<file path="src/rtl/busca_instrucao.sv">
// busca_instrucao: instruction fetch and issue unit for the nRISC core.
//
// Walks the program counter, reads instructions from instruction memory over a
// req/ack handshake and presents them, with their 3-bit opcode, to decode over a
// valid/ready handshake. Taken branches from execute redirect the PC on accept;
// an accepted halt instruction (opcode 110, instr[1:0] = 11) parks the unit
// until reset.
//
// Optional feature: define BUSCA_PREFETCH_EN for a one-entry prefetch buffer that
// keeps fetching while an instruction waits in ISSUE (1 instr/cycle sustained).
//
// Ports:
//   clk, rst_n               clock, asynchronous active-low reset
//   imem_req/addr            fetch request and address (addr stable while req)
//   imem_ack/data            memory response, data valid with ack
//   instr_valid/instr/opcode/instr_pc  instruction presented to decode
//   instr_ready              decode accepts when instr_valid is high
//   br_taken/br_target       redirect, sampled only in the accept cycle
//   halted                   halt instruction accepted, unit idle
module busca_instrucao #(
  parameter int unsigned     PC_W     = 8,
  parameter int unsigned     INSTR_W  = 8,
  parameter logic [PC_W-1:0] RESET_PC = '0
) (
  input  logic               clk,
  input  logic               rst_n,
  output logic               imem_req,
  output logic [PC_W-1:0]    imem_addr,
  input  logic               imem_ack,
  input  logic [INSTR_W-1:0] imem_data,
  output logic               instr_valid,
  output logic [INSTR_W-1:0] instr,
  output logic [2:0]         opcode,
  output logic [PC_W-1:0]    instr_pc,
  input  logic               instr_ready,
  input  logic               br_taken,
  input  logic [PC_W-1:0]    br_target,
  output logic               halted
);

  typedef enum logic [1:0] {
    StFetch  = 2'd0,
    StIssue  = 2'd1,
    StHalted = 2'd2
  } state_e;

  state_e             state_q, state_d;
  logic [PC_W-1:0]    pc_q, pc_d;
  logic [INSTR_W-1:0] instr_q, instr_d;
  logic [PC_W-1:0]    instr_pc_q, instr_pc_d;
  // Held low for the first cycle after reset so imem_req is 0 while in reset
  // and the first request starts one clock after release.
  logic               run_q;
  logic               is_halt;
  logic               accept;

  assign instr       = instr_q;
  assign opcode      = instr_q[7:5];
  assign instr_pc    = instr_pc_q;
  assign instr_valid = (state_q == StIssue);
  assign halted      = (state_q == StHalted);
  assign accept      = instr_valid & instr_ready;
  assign is_halt     = (instr_q[7:5] == 3'b110) && (instr_q[1:0] == 2'b11);

`ifdef BUSCA_PREFETCH_EN

  logic               buf_valid_q, buf_valid_d;
  logic [INSTR_W-1:0] buf_data_q, buf_data_d;
  logic [PC_W-1:0]    buf_pc_q, buf_pc_d;
  // drop_q marks an outstanding request whose data must be thrown away after a
  // redirect or halt; hold_addr_q keeps its address stable until the ack.
  logic               drop_q, drop_d;
  logic [PC_W-1:0]    hold_addr_q, hold_addr_d;
  logic               fetch_ok;

  assign imem_req  = run_q && ((state_q == StFetch) ||
                               (state_q == StIssue && !buf_valid_q) || drop_q);
  assign imem_addr = drop_q ? hold_addr_q : pc_q;
  assign fetch_ok  = imem_req && imem_ack && !drop_q;

  always_comb begin
    state_d     = state_q;
    pc_d        = pc_q;
    instr_d     = instr_q;
    instr_pc_d  = instr_pc_q;
    buf_valid_d = buf_valid_q;
    buf_data_d  = buf_data_q;
    buf_pc_d    = buf_pc_q;
    drop_d      = drop_q;
    hold_addr_d = hold_addr_q;

    // A dropped request retires on its ack regardless of state.
    if (drop_q && imem_req && imem_ack) begin
      drop_d = 1'b0;
    end

    case (state_q)
      StFetch: begin
        if (fetch_ok) begin
          instr_d    = imem_data;
          instr_pc_d = pc_q;
          pc_d       = pc_q + PC_W'(1);
          state_d    = StIssue;
        end
      end
      StIssue: begin
        if (accept) begin
          if (is_halt || br_taken) begin
            buf_valid_d = 1'b0;
            if (imem_req && !imem_ack && !drop_q) begin
              drop_d      = 1'b1;
              hold_addr_d = pc_q;
            end
            if (is_halt) begin
              state_d = StHalted;
            end else begin
              pc_d    = br_target;
              state_d = StFetch;
            end
          end else if (buf_valid_q) begin
            instr_d     = buf_data_q;
            instr_pc_d  = buf_pc_q;
            buf_valid_d = 1'b0;
          end else if (fetch_ok) begin
            // Ack in the accept cycle bypasses the buffer.
            instr_d    = imem_data;
            instr_pc_d = pc_q;
            pc_d       = pc_q + PC_W'(1);
          end else begin
            // Request continues in FETCH with the same address.
            state_d = StFetch;
          end
        end else if (fetch_ok) begin
          buf_data_d  = imem_data;
          buf_pc_d    = pc_q;
          buf_valid_d = 1'b1;
          pc_d        = pc_q + PC_W'(1);
        end
      end
      StHalted: ;
      default: state_d = StFetch;
    endcase
  end

  always_ff @(posedge clk or negedge rst_n) begin
    if (!rst_n) begin
      buf_valid_q <= 1'b0;
      buf_data_q  <= '0;
      buf_pc_q    <= '0;
      drop_q      <= 1'b0;
      hold_addr_q <= '0;
    end else begin
      buf_valid_q <= buf_valid_d;
      buf_data_q  <= buf_data_d;
      buf_pc_q    <= buf_pc_d;
      drop_q      <= drop_d;
      hold_addr_q <= hold_addr_d;
    end
  end

`else

  assign imem_req  = run_q && (state_q == StFetch);
  assign imem_addr = pc_q;

  always_comb begin
    state_d    = state_q;
    pc_d       = pc_q;
    instr_d    = instr_q;
    instr_pc_d = instr_pc_q;

    case (state_q)
      StFetch: begin
        if (imem_req && imem_ack) begin
          instr_d    = imem_data;
          instr_pc_d = pc_q;
          pc_d       = pc_q + PC_W'(1);
          state_d    = StIssue;
        end
      end
      StIssue: begin
        if (accept) begin
          // Halt wins over a simultaneous branch.
          if (is_halt) begin
            state_d = StHalted;
          end else begin
            if (br_taken) begin
              pc_d = br_target;
            end
            state_d = StFetch;
          end
        end
      end
      StHalted: ;
      default: state_d = StFetch;
    endcase
  end

`endif

  always_ff @(posedge clk or negedge rst_n) begin
    if (!rst_n) begin
      state_q    <= StFetch;
      pc_q       <= RESET_PC;
      instr_q    <= '0;
      instr_pc_q <= '0;
      run_q      <= 1'b0;
    end else begin
      state_q    <= state_d;
      pc_q       <= pc_d;
      instr_q    <= instr_d;
      instr_pc_q <= instr_pc_d;
      run_q      <= 1'b1;
    end
  end

endmodule

</file>
<file path="config.mk">
export PLATFORM = sky130hd
export DESIGN_NAME = busca_instrucao
export DESIGN_NICKNAME = d
export VERILOG_FILES = /design/src/rtl/busca_instrucao.sv
export SDC_FILE = /design/constraint.sdc
export NUM_CORES = 1
export LEC_CHECK = 0
export CAP_MARGIN = 25
export CORE_ASPECT_RATIO = 0.75
export CORE_MARGIN = 2
export CORE_UTILIZATION = 42
export CTS_BUF_LIST = sky130_fd_sc_hd__clkbuf_8 sky130_fd_sc_hd__clkbuf_16
export DETAILED_ROUTE_END_ITERATION = 8
export DONT_BUFFER_PORTS = 1
export SYNTH_ARGS = -nofsm -noshare
export SYNTH_HDL_FRONTEND = slang
export SYNTH_SLANG_ARGS = --single-unit
</file>
<file path="constraint.sdc">
create_clock -name clk -period 4.41 [get_ports clk]
set_input_delay 0 -clock clk [delete_from_list [all_inputs] [get_ports clk]]
set_output_delay 0 -clock clk [all_outputs]
set_load 0.01 [all_outputs]
</file>
==> results_tabular.tex, run 1 <==
\begin{tabular}{lr}
\hline
Metric & Value \\
\hline
\multicolumn{2}{l}{\textbf{CTS}} \\
\quad Clock tree sinks & 27 \\
\quad Post-cts repair resize count & 0 \\
\quad \# hold bufs at CTS & 19 \\
\quad Number of post-CTS setup repair buffers & 0 \\
\quad Worst-case clock buffer depth & 2 \\
\quad Inserted Clock Buffers & 3 \\
\quad Worst-skew pair later-pin latency & 0.26 ns \\
\quad TritonCTS clock tree & yes \\
\quad Clock Pin Slew Worst Setup and Hold Paths & 0.09 ns \\
\quad Clock root cell & clkbuf\_8 \\
\quad Level count of the clock H-tree & 1 \\
\multicolumn{2}{l}{\textbf{Timing}} \\
\quad Worst hold slack & 0.157 ns \\
\quad Final setup margin & 2.32 ns \\
\quad Final worst clock skew & 0.00320 ns \\
\quad Slew at the pin with the worst max-slew slack & 0.880 ns \\
\quad Unrepaired setup endpoints after global routing & no \\
\quad Min Tclk post-route & 2.09 ns \\
\quad Max Fclk & 0.478 GHz \\
\quad TNS Setup & 0 ns \\
\quad Slew HR & 0.413 \\
\quad Finish-stage setup viols & 0 \\
\quad Max-slew violation count & 0 \\
\quad Share of the clock period used by the worst path & 0.474 \\
\quad Final hold viol count & 0 \\
\multicolumn{2}{l}{\textbf{Route}} \\
\quad Antenna viol nets, final & 0 \\
\quad Initial DRC count & 32 \\
\quad DRC & 0 \\
\quad Overall via count from detail\_route & 884 \\
\quad Post-detailed-route via-to-cell ratio & 5.49 \\
\quad Drt wl/cell & 16.8 um \\
\quad Total Wirelength & 2710 um \\
\quad Iteration count of the initial detailed-routing pass & 4 \\
\multicolumn{2}{l}{\textbf{Layout}} \\
\quad Most frequent standard cell in the layout excluding fill and tap cells & dfrtp\_1 \\
\quad Final Cell Area & 1500 sq um \\
\quad Share of cells above drive strength 1 & 0.179 \\
\quad Commonest non-fill, non-tap cells in the layout & dfrtp\_1 (27), dlygate4sd3\_1 (18), mux2\_2 (15), nand2\_1 (7), a21oi\_1 (6) \\
\quad Area grow syn2layout & 17.3\% \\
\quad Number of nets in the final layout & 146 \\
\quad Total inserted antenna cells & 0 \\
\quad Number of non-filler instances in the completed layout & 161 \\
\quad Final design utilization & 0.516 \\
\multicolumn{2}{l}{\textbf{Logic synthesis}} \\
\quad Main flop type after synthesis & dfrtp\_1 \\
\quad Post-synth EDFFs & 0 \\
\quad Number of synthesis warnings & 0 \\
\quad Mean instance size in the synthesized netlist & 11.9 sq um \\
\quad Synthesized instance count & 108 \\
\quad Arithmetic-cell share of the synthesized area counting full adders, half adders and majority gates & 0.00977 \\
\quad Dominant combinational cell family by area after synthesis & multiplexers \\
\quad Unique masters post-synth & 32 \\
\quad Synthesized Nets & 130 \\
\quad FFs w/ async S/R, synth & 1.00 \\
\quad Simple logic cell fraction of the synthesized area & 0.125 \\
\quad Synth Area in Compound Gates & 0.131 \\
\quad Synthesized flop and latch total & 27 \\
\quad Share of the yosys chip area belonging to registers & 0.527 \\
\quad Fraction of synthesized area in multiplexers & 0.140 \\
\quad Xor and xnor fraction of the mapped netlist area & 0 \\
\quad Netlist area before placement & 1280 sq um \\
\multicolumn{2}{l}{\textbf{Floorplan}} \\
\quad Placement row count & 17 \\
\quad Overall die area & 3510 sq um \\
\quad CORE AREA & 2910 sq um \\
\quad Boundary Pins & 51 \\
\quad Die X-Extent & 67.8 um \\
\quad Initial Util & 0.440 \\
\quad Vertical die dimension & 51.8 um \\
\multicolumn{2}{l}{\textbf{Pwr}} \\
\quad Combinational Power Share & 0.225 \\
\quad Net switching fraction of the power & 0.371 \\
\quad Static leakage power & 0.636 nW \\
\quad Sequential Power Share & 0.606 \\
\quad Overall power of the completed layout & 0.796 mW \\
\quad VDD IR max & 0.310 mV \\
\quad Switching power & 0.295 mW \\
\quad Power share of the clock group & 0.169 \\
\quad Power per standard cell area & 530 nW/um\^{}2 \\
\quad Internal Power & 0.501 mW \\
\multicolumn{2}{l}{\textbf{Worst setup path}} \\
\quad FF-to-FF setup slack & 2.32 ns \\
\quad CP Cell Sequence & and4bb\_1, o22ai\_4, nand2b\_1, o2bb2ai\_1 \\
\quad Crit path capture type & flip-flop \\
\quad Req. time, crit path & 4.56 ns \\
\quad Largest delay share family, worst path & simple AND/OR/NAND/NOR gates \\
\quad Peak fanout along the critical path & 19 \\
\quad Type of the worst setup path & reg -> reg \\
\quad CP arrival & 2.24 ns \\
\quad Largest stage delay on the critical path & 0.86 ns \\
\quad Max stage delay cell, worst path & and4bb\_1 \\
\quad Buffers plus inverters on the worst setup path & 0 \\
\quad Launching element type of the critical path & flip-flop \\
\multicolumn{2}{l}{\textbf{Placed design}} \\
\quad Instance area at placement & 1260 sq um \\
\quad Number of buffers added on ports & 0 \\
\quad Routability congestion estimate from global placement & 0.688 \\
\quad Placed Cells & 138 \\
\quad Detail Placement HPWL & 1800 um \\
\quad Setup slack at placement & 2.31 ns \\
\multicolumn{2}{l}{\textbf{Status}} \\
\quad Result of the run & completed \\
\multicolumn{2}{l}{\textbf{GRT}} \\
\quad Overflow after GRT & 0 \\
\quad Total GRT Usage & 0.170 \\
\quad Initial antenna violation count & 0 \\
\quad Via count of the first global-routing pass & 942 \\
\quad Maximum number of pins on one net before global-route repair & 28 \\
\quad Global-route wire length before repair & 4400 um \\
\multicolumn{2}{l}{\textbf{Flow run}} \\
\quad Max-capacitance violation count & 0 \\
\multicolumn{2}{l}{\textbf{Min path}} \\
\quad Worst hold path class & in -> async \\
\hline
\end{tabular}
==> final cells by class <==
class	count	area, sq um
clock buffer	3	41.3
clock inverter	1	3.75
fill	256	1410
inverter	3	11.3
multi-input combinational	70	523
sequential	27	676
tap	38	47.5
timing repair buffer	19	200
==> worst register-to-register path, stage by stage, from the launching register on <==
cell,delay [ns]
dfrtp_1,0.44
and4bb_1,0.86
o22ai_4,0.32
nand2b_1,0.24
o2bb2ai_1,0.11
==> Yosys cell counts (2+ instances only) <==
cell	count	area [sq um]
inv_1	3	11.3
buf_6	3	33.8
nor3b_1	2	15.0
mux2_2	15	169
o21ai_1	2	10.0
buf_4	5	37.5
nand2_1	7	26.3
and3_1	2	12.5
dfrtp_1	27	676
nand3_1	3	15.0
o22a_1	4	35.0
a21oi_1	6	30.0
nor2_1	5	18.8
o21ai_0	5	25.0
nand2b_1	2	12.5
==> per-layer routing <==
layer,GRT usage,routed length (um),part of all wire
met3,0.0736,256,0.094
met1,0.202,1070,0.40
met2,0.294,1370,0.51
met5,0,0,0
met4,0.0200,7,0.0026
==> flip-flops by register name, indices dropped and copies added, names as in the netlist <==
register / cells
imem_addr: 8
instr_pc: 8
instr: 8
state_q: 2
run_q: 1
==> logic make-up after synthesis <==
| logic type | Yosys count |
|---|---|
| compound gates | 24 |
| fa+ha+maj | 1 |
| buf+inv | 11 |
| flops | 27 |
| mux | 16 |
| other cells | 1 |
| simple gates | 28 |
==> final timing paths <==
path                             start            to  depth (start not counted)
setup / recovery            state_q[0]  imem_addr[6]                          4
hold / removal                   rst_n  imem_addr[6]                          2
setup reg to reg            state_q[0]  imem_addr[6]                          4
hold reg to reg               instr[3]      instr[3]                          1
max in group asynchronous        rst_n   instr_pc[2]                          2
min in group clk           instr_ready  imem_addr[6]                          3
==> power by group through the flow <==
| stage | Clock, mW | Sequential [mW] | Combinational, mW |
|---|---|---|---|
| floorplan | 0 | 0.453 | 0.160 |
| global placement | 0 | 0.487 | 0.150 |
| detailed placement | 0 | 0.492 | 0.160 |
| CTS | 0.140 | 0.486 | 0.182 |
| global route | 0.151 | 0.501 | 0.203 |
| finish | 0.134 | 0.483 | 0.179 |
(Power assumes the default switching activity.)
==> run 2: changes to the inputs <==
==> constraint.sdc (replaced) <==
create_clock -name clk -period 2.1 [get_ports clk]
set_input_delay 0 -clock clk [delete_from_list [all_inputs] [get_ports clk]]
set_output_delay 0 -clock clk [all_outputs]
set_load 0.01 [all_outputs]
==> run 2 against run 1 <==
Net effect: combinational power rose by 110%; largest cell class unchanged; power rose by 110%; clock skew rose by 0.0015 ns; critical endpoint is now instr[1]; largest power group unchanged; die area did not move.
==> results_tabular.tex, run 2 (synthesized netlist as in run 1, its figures left out) <==
\begin{tabular}{lr}
\hline
Metric & Value \\
\hline
\multicolumn{2}{l}{\textbf{Status}} \\
\quad Result of the run & completed \\
\multicolumn{2}{l}{\textbf{Timing}} \\
\quad Slew HR & 0.632 (+0.219) \\
\quad TNS Setup & 0 ns (unchanged) \\
\quad Unrepaired setup endpoints after global routing & no \\
\quad Max-slew violation count & 0 (unchanged) \\
\quad Min Tclk post-route & 1.72 ns (-0.373 ns) \\
\quad Max Fclk & 0.582 GHz (+22\%) \\
\quad Finish-stage setup viols & 0 (unchanged) \\
\quad Final worst clock skew & 0.00471 ns (+0.00151 ns) \\
\quad Final hold viol count & 0 (unchanged) \\
\quad Share of the clock period used by the worst path & 0.819 (+0.344) \\
\quad Slew at the pin with the worst max-slew slack & 0.551 ns (-0.329 ns) \\
\quad Worst hold slack & 0.146 ns (-0.0112 ns) \\
\multicolumn{2}{l}{\textbf{Layout}} \\
\quad Most frequent standard cell in the layout excluding fill and tap cells & dfrtp\_1 \\
\quad Area grow syn2layout & 18.5\% \\
\quad Number of nets in the final layout & 148 (+1.4\%) \\
\quad Register area & 676 sq um (unchanged) \\
\quad Final design utilization & 0.521 (+0.00515) \\
\quad Share of cells above drive strength 1 & 0.192 (+0.0131) \\
\quad Number of non-filler instances in the completed layout & 163 (+1.2\%) \\
\quad Commonest non-fill, non-tap cells in the layout & dfrtp\_1 (27), dlygate4sd3\_1 (18), mux2\_2 (15), nand2\_1 (7), a21oi\_1 (6) \\
\quad Area of the multi-input gates & 523 sq um (unchanged) \\
\quad Total inserted antenna cells & 0 (unchanged) \\
\quad Filler cell count & 259 (+1.2\%) \\
\multicolumn{2}{l}{\textbf{Pwr}} \\
\quad Static leakage power & 0.646 nW (+1.5\%) \\
\quad VDD IR max & 0.630 mV (+100\%) \\
\quad Power per standard cell area & 1110 nW/um\^{}2 (+110\%) \\
\multicolumn{2}{l}{\textbf{Floorplan}} \\
\quad Initial Util & 0.440 (unchanged) \\
\quad CORE AREA & 2910 sq um (unchanged) \\
\quad Placement row count & 17 (unchanged) \\
\quad Overall die area & 3510 sq um (unchanged) \\
\quad Boundary Pins & 51 (unchanged) \\
\quad Die X-Extent & 67.8 um (unchanged) \\
\quad Vertical die dimension & 51.8 um (unchanged) \\
\multicolumn{2}{l}{\textbf{Route}} \\
\quad Initial DRC count & 18 (-44\%) \\
\quad Antenna viol nets, final & 0 (unchanged) \\
\quad DRC & 0 (unchanged) \\
\quad Overall via count from detail\_route & 889 (+0.57\%) \\
\quad Post-detailed-route via-to-cell ratio & 5.45 (-0.67\%) \\
\quad Drt wl/cell & 16.3 um (-3.2\%) \\
\quad Iteration count of the initial detailed-routing pass & 4 (unchanged) \\
\quad Total Wirelength & 2660 um (-2.0\%) \\
\multicolumn{2}{l}{\textbf{CTS}} \\
\quad Clock tree sinks & 27 (unchanged) \\
\quad Inserted Clock Buffers & 3 (unchanged) \\
\quad Worst-case clock buffer depth & 2 (unchanged) \\
\quad Level count of the clock H-tree & 1 (unchanged) \\
\quad Clock Pin Slew Worst Setup and Hold Paths & 0.09 ns (about the same) \\
\quad Worst-skew pair later-pin latency & 0.27 ns (about the same) \\
\quad TritonCTS clock tree & yes \\
\quad \# hold bufs at CTS & 19 (unchanged) \\
\quad Post-cts repair resize count & 0 (unchanged) \\
\quad Number of post-CTS setup repair buffers & 0 (unchanged) \\
\quad Clock root cell & clkbuf\_8 \\
\multicolumn{2}{l}{\textbf{Flow run}} \\
\quad Max-capacitance violation count & 0 (unchanged) \\
\multicolumn{2}{l}{\textbf{Worst setup path}} \\
\quad Start of the worst register-to-register path & state\_q[0] \\
\quad CP arrival & 1.88 ns (-0.36 ns) \\
\quad Worst setup path start & state\_q[0] \\
\quad Req. time, crit path & 2.26 ns (-2.30 ns) \\
\quad Peak fanout along the critical path & 14 (-5) \\
\quad Type of the worst setup path & reg -> reg \\
\quad Crit path capture type & flip-flop \\
\quad Launching element type of the critical path & flip-flop \\
\multicolumn{2}{l}{\textbf{GRT}} \\
\quad Maximum number of pins on one net before global-route repair & 28 (unchanged) \\
\quad Total GRT Usage & 0.164 (-0.00629) \\
\quad Initial antenna violation count & 0 (unchanged) \\
\quad Via count of the first global-routing pass & 878 (-6.8\%) \\
\quad Global-route wire length before repair & 4070 um (-7.4\%) \\
\quad Overflow after GRT & 0 (unchanged) \\
\multicolumn{2}{l}{\textbf{Placed design}} \\
\quad Placed Cells & 140 (+1.4\%) \\
\quad Number of buffers added on ports & 0 (unchanged) \\
\quad Detail Placement HPWL & 1880 um (+4.3\%) \\
\quad Routability congestion estimate from global placement & 0.685 (-0.49\%) \\
\multicolumn{2}{l}{\textbf{Min path}} \\
\quad Worst hold path class & in -> async \\
\hline
\end{tabular}
-- run 2: cell type report --
class,count,share of cell area
Inverter,3,0.00742
Tap cell,38,0.0313
Timing Repair Buffer,21,0.142
Clock inverter,1,0.00247
Multi-Input combinational cell,70,0.345
Clock buffer,3,0.0272
Sequential cell,27,0.445
-- run 2: stage by stage --
step           power [mW]  setup slack [ns]  cell area, sq um
2_1_floorplan        1.29             0.692              1280
5_1_grt              1.80             0.308              1520
3_3_place_gp         1.34             0.419              1270
3_5_place_dp         1.38             0.368              1270
6_report             1.68             0.381              1520
4_1_cts              1.70             0.357              1520
-- run 2: worst paths after layout --
path / endpoint / slack (ns) / depth (start not counted)
setup reg to reg: instr[1] / 0.38 / 3
min in group clk: imem_addr[6] / 0.31 / 3
setup / recovery: instr[1] / 0.38 / 3
max in group asynchronous: instr[5] / 1.79 / 2
hold reg to reg: instr_pc[3] / 0.59 / 1
hold / removal: instr_pc[6] / 0.15 / 2
-- run 2: metal layers --
layer  global-route usage  share of wire  vias to the layer above
met5                    0              0                        -
met4               0.0400         0.0064                        0
met3               0.0736          0.085                        3
met2                0.268           0.48                       29
met1                0.197           0.43                      443
li1                     -              -                      414
-- run 2: worst max-delay path, stage by stage (launching register included) --
cell and delay [ns]:
dfrtp_1 0.43, and4bb_1 0.51, buf_4 0.29, mux2_2 0.36
-- run 2: power by group --
part	internal [mW]	total, mW	switching, mW
registers	0.708	1.01	0.306
clock network	0.131	0.287	0.156
logic	0.218	0.382	0.164
total	1.06	1.68	0.626
==> run 3: changes to the inputs <==
==> constraint.sdc (replaced) <==
create_clock -name clk -period 1.6 [get_ports clk]
set_input_delay 0 -clock clk [delete_from_list [all_inputs] [get_ports clk]]
set_output_delay 0 -clock clk [all_outputs]
set_load 0.01 [all_outputs]
==> run 3 against run 2 <==
Net effect: combinational power is 81% higher; wire length up 10%; maximum frequency rose by 13%; first-iteration DRC count grew 110%; clock skew up 0.0017 ns; core utilization rose by 3.6 points; sequential power up 24%; power rose by 38%; flip-flop and latch count is the same; sequential share of layout area down 2.9 points.
==> results_tabular.tex, run 3 (synthesized netlist as in run 1, its figures left out) <==
\begin{tabular}{lr}
\hline
Metric & Value \\
\hline
\multicolumn{2}{l}{\textbf{Pwr}} \\
\quad Static leakage power & 0.691 nW (+7.0\%) \\
\quad Power per standard cell area & 1430 nW/um\^{}2 (+29\%) \\
\quad VDD IR max & 0.670 mV (+6.4\%) \\
\multicolumn{2}{l}{\textbf{CTS}} \\
\quad Clock root cell & clkbuf\_8 \\
\quad TritonCTS clock tree & yes \\
\quad Worst-case clock buffer depth & 2 (unchanged) \\
\quad Inserted Clock Buffers & 3 (unchanged) \\
\quad Worst-skew pair later-pin latency & 0.28 ns (about the same) \\
\quad Clock Pin Slew Worst Setup and Hold Paths & 0.09 ns (about the same) \\
\quad Clock tree sinks & 27 (unchanged) \\
\quad Level count of the clock H-tree & 1 (unchanged) \\
\quad Number of post-CTS setup repair buffers & 0 (unchanged) \\
\multicolumn{2}{l}{\textbf{Route}} \\
\quad DRC & 0 (unchanged) \\
\quad Post-detailed-route via-to-cell ratio & 5.48 (+0.42\%) \\
\quad Initial DRC count & 37 (+19) \\
\quad Drt wl/cell & 16.8 um (+3.3\%) \\
\quad Iteration count of the initial detailed-routing pass & 4 (unchanged) \\
\quad Overall via count from detail\_route & 953 (+7.2\%) \\
\quad Total Wirelength & 2930 um (+10\%) \\
\quad Antenna viol nets, final & 0 (unchanged) \\
\multicolumn{2}{l}{\textbf{Timing}} \\
\quad Min Tclk post-route & 1.52 ns (-0.201 ns) \\
\quad Max-slew violation count & 0 (unchanged) \\
\quad Unrepaired setup endpoints after global routing & yes \\
\quad Final setup margin & 0.0814 ns (-0.299 ns) \\
\quad Finish-stage setup viols & 0 (unchanged) \\
\quad Worst hold slack & 0.146 ns (-0.000416 ns) \\
\quad Final worst clock skew & 0.00642 ns (+0.00171 ns) \\
\quad Share of the clock period used by the worst path & 0.949 (+0.130) \\
\quad Max Fclk & 0.658 GHz (+13\%) \\
\quad Final hold viol count & 0 (unchanged) \\
\multicolumn{2}{l}{\textbf{Worst setup path}} \\
\quad Peak fanout along the critical path & 9 (-5) \\
\quad Number of cell instances on the worst register-to-register path & 4 (+1) \\
\quad CP Cell Sequence & nand4b\_1, o22ai\_4, nor3\_2, a211o\_1 \\
\quad CP arrival & 1.68 ns (-0.20 ns) \\
\quad Largest stage delay on the critical path & 0.39 ns (-0.12 ns) \\
\quad FF-to-FF setup slack & 0.08 ns (-0.30 ns) \\
\quad Launching element type of the critical path & flip-flop \\
\quad Endpoint of the lowest-slack register-to-register path & imem\_addr[0] \\
\quad Max stage delay cell, worst path & dfrtp\_1 \\
\quad Req. time, crit path & 1.76 ns (-0.50 ns) \\
\quad Type of the worst setup path & reg -> reg \\
\quad Start of the worst register-to-register path & instr[5] \\
\quad Crit path capture type & flip-flop \\
\multicolumn{2}{l}{\textbf{Min path}} \\
\quad Worst hold path class & in -> async \\
\multicolumn{2}{l}{\textbf{Placed design}} \\
\quad Setup slack at placement & 0.0855 ns (-0.283 ns) \\
\quad Number of buffers added on ports & 0 (unchanged) \\
\quad Placed Cells & 150 (+7.1\%) \\
\quad Detail Placement HPWL & 1850 um (-1.5\%) \\
\quad Routability congestion estimate from global placement & 0.668 (-2.5\%) \\
\multicolumn{2}{l}{\textbf{Floorplan}} \\
\quad Die X-Extent & 67.8 um (unchanged) \\
\quad Initial Util & 0.440 (unchanged) \\
\quad CORE AREA & 2910 sq um (unchanged) \\
\quad Boundary Pins & 51 (unchanged) \\
\quad Overall die area & 3510 sq um (unchanged) \\
\quad Vertical die dimension & 51.8 um (unchanged) \\
\quad Placement row count & 17 (unchanged) \\
\multicolumn{2}{l}{\textbf{GRT}} \\
\quad Maximum number of pins on one net before global-route repair & 28 (unchanged) \\
\quad Initial antenna violation count & 0 (unchanged) \\
\quad Total GRT Usage & 0.177 (+0.0134) \\
\quad Via count of the first global-routing pass & 968 (+10\%) \\
\quad Global-route wire length before repair & 4440 um (+9.1\%) \\
\quad Overflow after GRT & 0 (unchanged) \\
\multicolumn{2}{l}{\textbf{Layout}} \\
\quad Share of cells above drive strength 1 & 0.272 (+0.0801) \\
\quad Number of nets in the final layout & 159 (+7.4\%) \\
\quad Commonest non-fill, non-tap cells in the layout & dfrtp\_1 (27), dlygate4sd3\_1 (18), mux2\_2 (15), buf\_4 (11), nand2\_1 (7) \\
\quad Most frequent standard cell in the layout excluding fill and tap cells & dfrtp\_1 \\
\quad Total inserted antenna cells & 0 (unchanged) \\
\quad Number of non-filler instances in the completed layout & 174 (+6.7\%) \\
\quad Area grow syn2layout & 26.6\% \\
\multicolumn{2}{l}{\textbf{Flow run}} \\
\quad Max-capacitance violation count & 0 (unchanged) \\
\multicolumn{2}{l}{\textbf{Status}} \\
\quad Result of the run & completed \\
\hline
\end{tabular}
run 3: cell types whose count changed in the layout (fill, tap and decap cells not counted), sizes merged:
cell      previous run  this run
buf                  3        13
inv                  4         3
clkinvlp             0         1
o22ai                2         3
run 3: layer usage:
metal | vias to the layer above | part of all wire | global-route usage
met5 | - | 0 | 0
met4 | 0 | 0.015 | 0.0700
met3 | 4 | 0.089 | 0.0671
met2 | 39 | 0.49 | 0.284
met1 | 469 | 0.41 | 0.215
li1 | 441 | - | -
run 3: cell type report:
cell class | count | area (sq um)
tap | 38 | 47.5
timing repair buffer | 31 | 303
clock buffer | 3 | 41.3
multi-input combinational | 71 | 536
sequential | 27 | 676
inverter | 3 | 15.0
clock inverter | 1 | 3.75
fill | 260 | 1290
run 3: power breakdown:
part           leakage [nW]  internal, mW  switching (mW)
combinational         0.339         0.373           0.318
clock                0.0269         0.172           0.214
sequential            0.326         0.929           0.317
total                 0.691          1.47           0.849
run 3: what timing repair did:
action,CTS,global route
resized for setup,0,2
hold endpoints to repair,45,0
hold buffers,19,0
endpoints found under the setup margin,0,3
run 3: metrics by stage:
step	cell area [sq um]	total power, mW	setup TNS (ns)	util
finish	1620	2.32	0	0.556
global route	1620	2.49	-0.00384	0.556
CTS	1610	2.35	0	0.551
detailed placement	1360	1.90	0	0.467
global placement	1360	1.86	0	0.467
floorplan	1280	1.69	0	-
run 3: worst max-delay path: cells and delay by family, from the launching register on:
kind,cells,cell delay (ns)
AO/OA/AOI/OAI,2,0.64
flip-flops,1,0.39
AND/OR/NAND/NOR,2,0.38
run 3: worst max-delay path by stage:
stage | start | cells past startpoint | endpoint
final | instr[5] | 4 | imem_addr[0]
after global placement | instr[5] | 4 | imem_addr[0]
after CTS | state_q[0] | 4 | imem_addr[0]
after global routing | state_q[0] | 5 | imem_addr[6]
after floorplan | state_q[0] | 4 | instr[1]
after detailed placement | instr[5] | 4 | imem_addr[0]
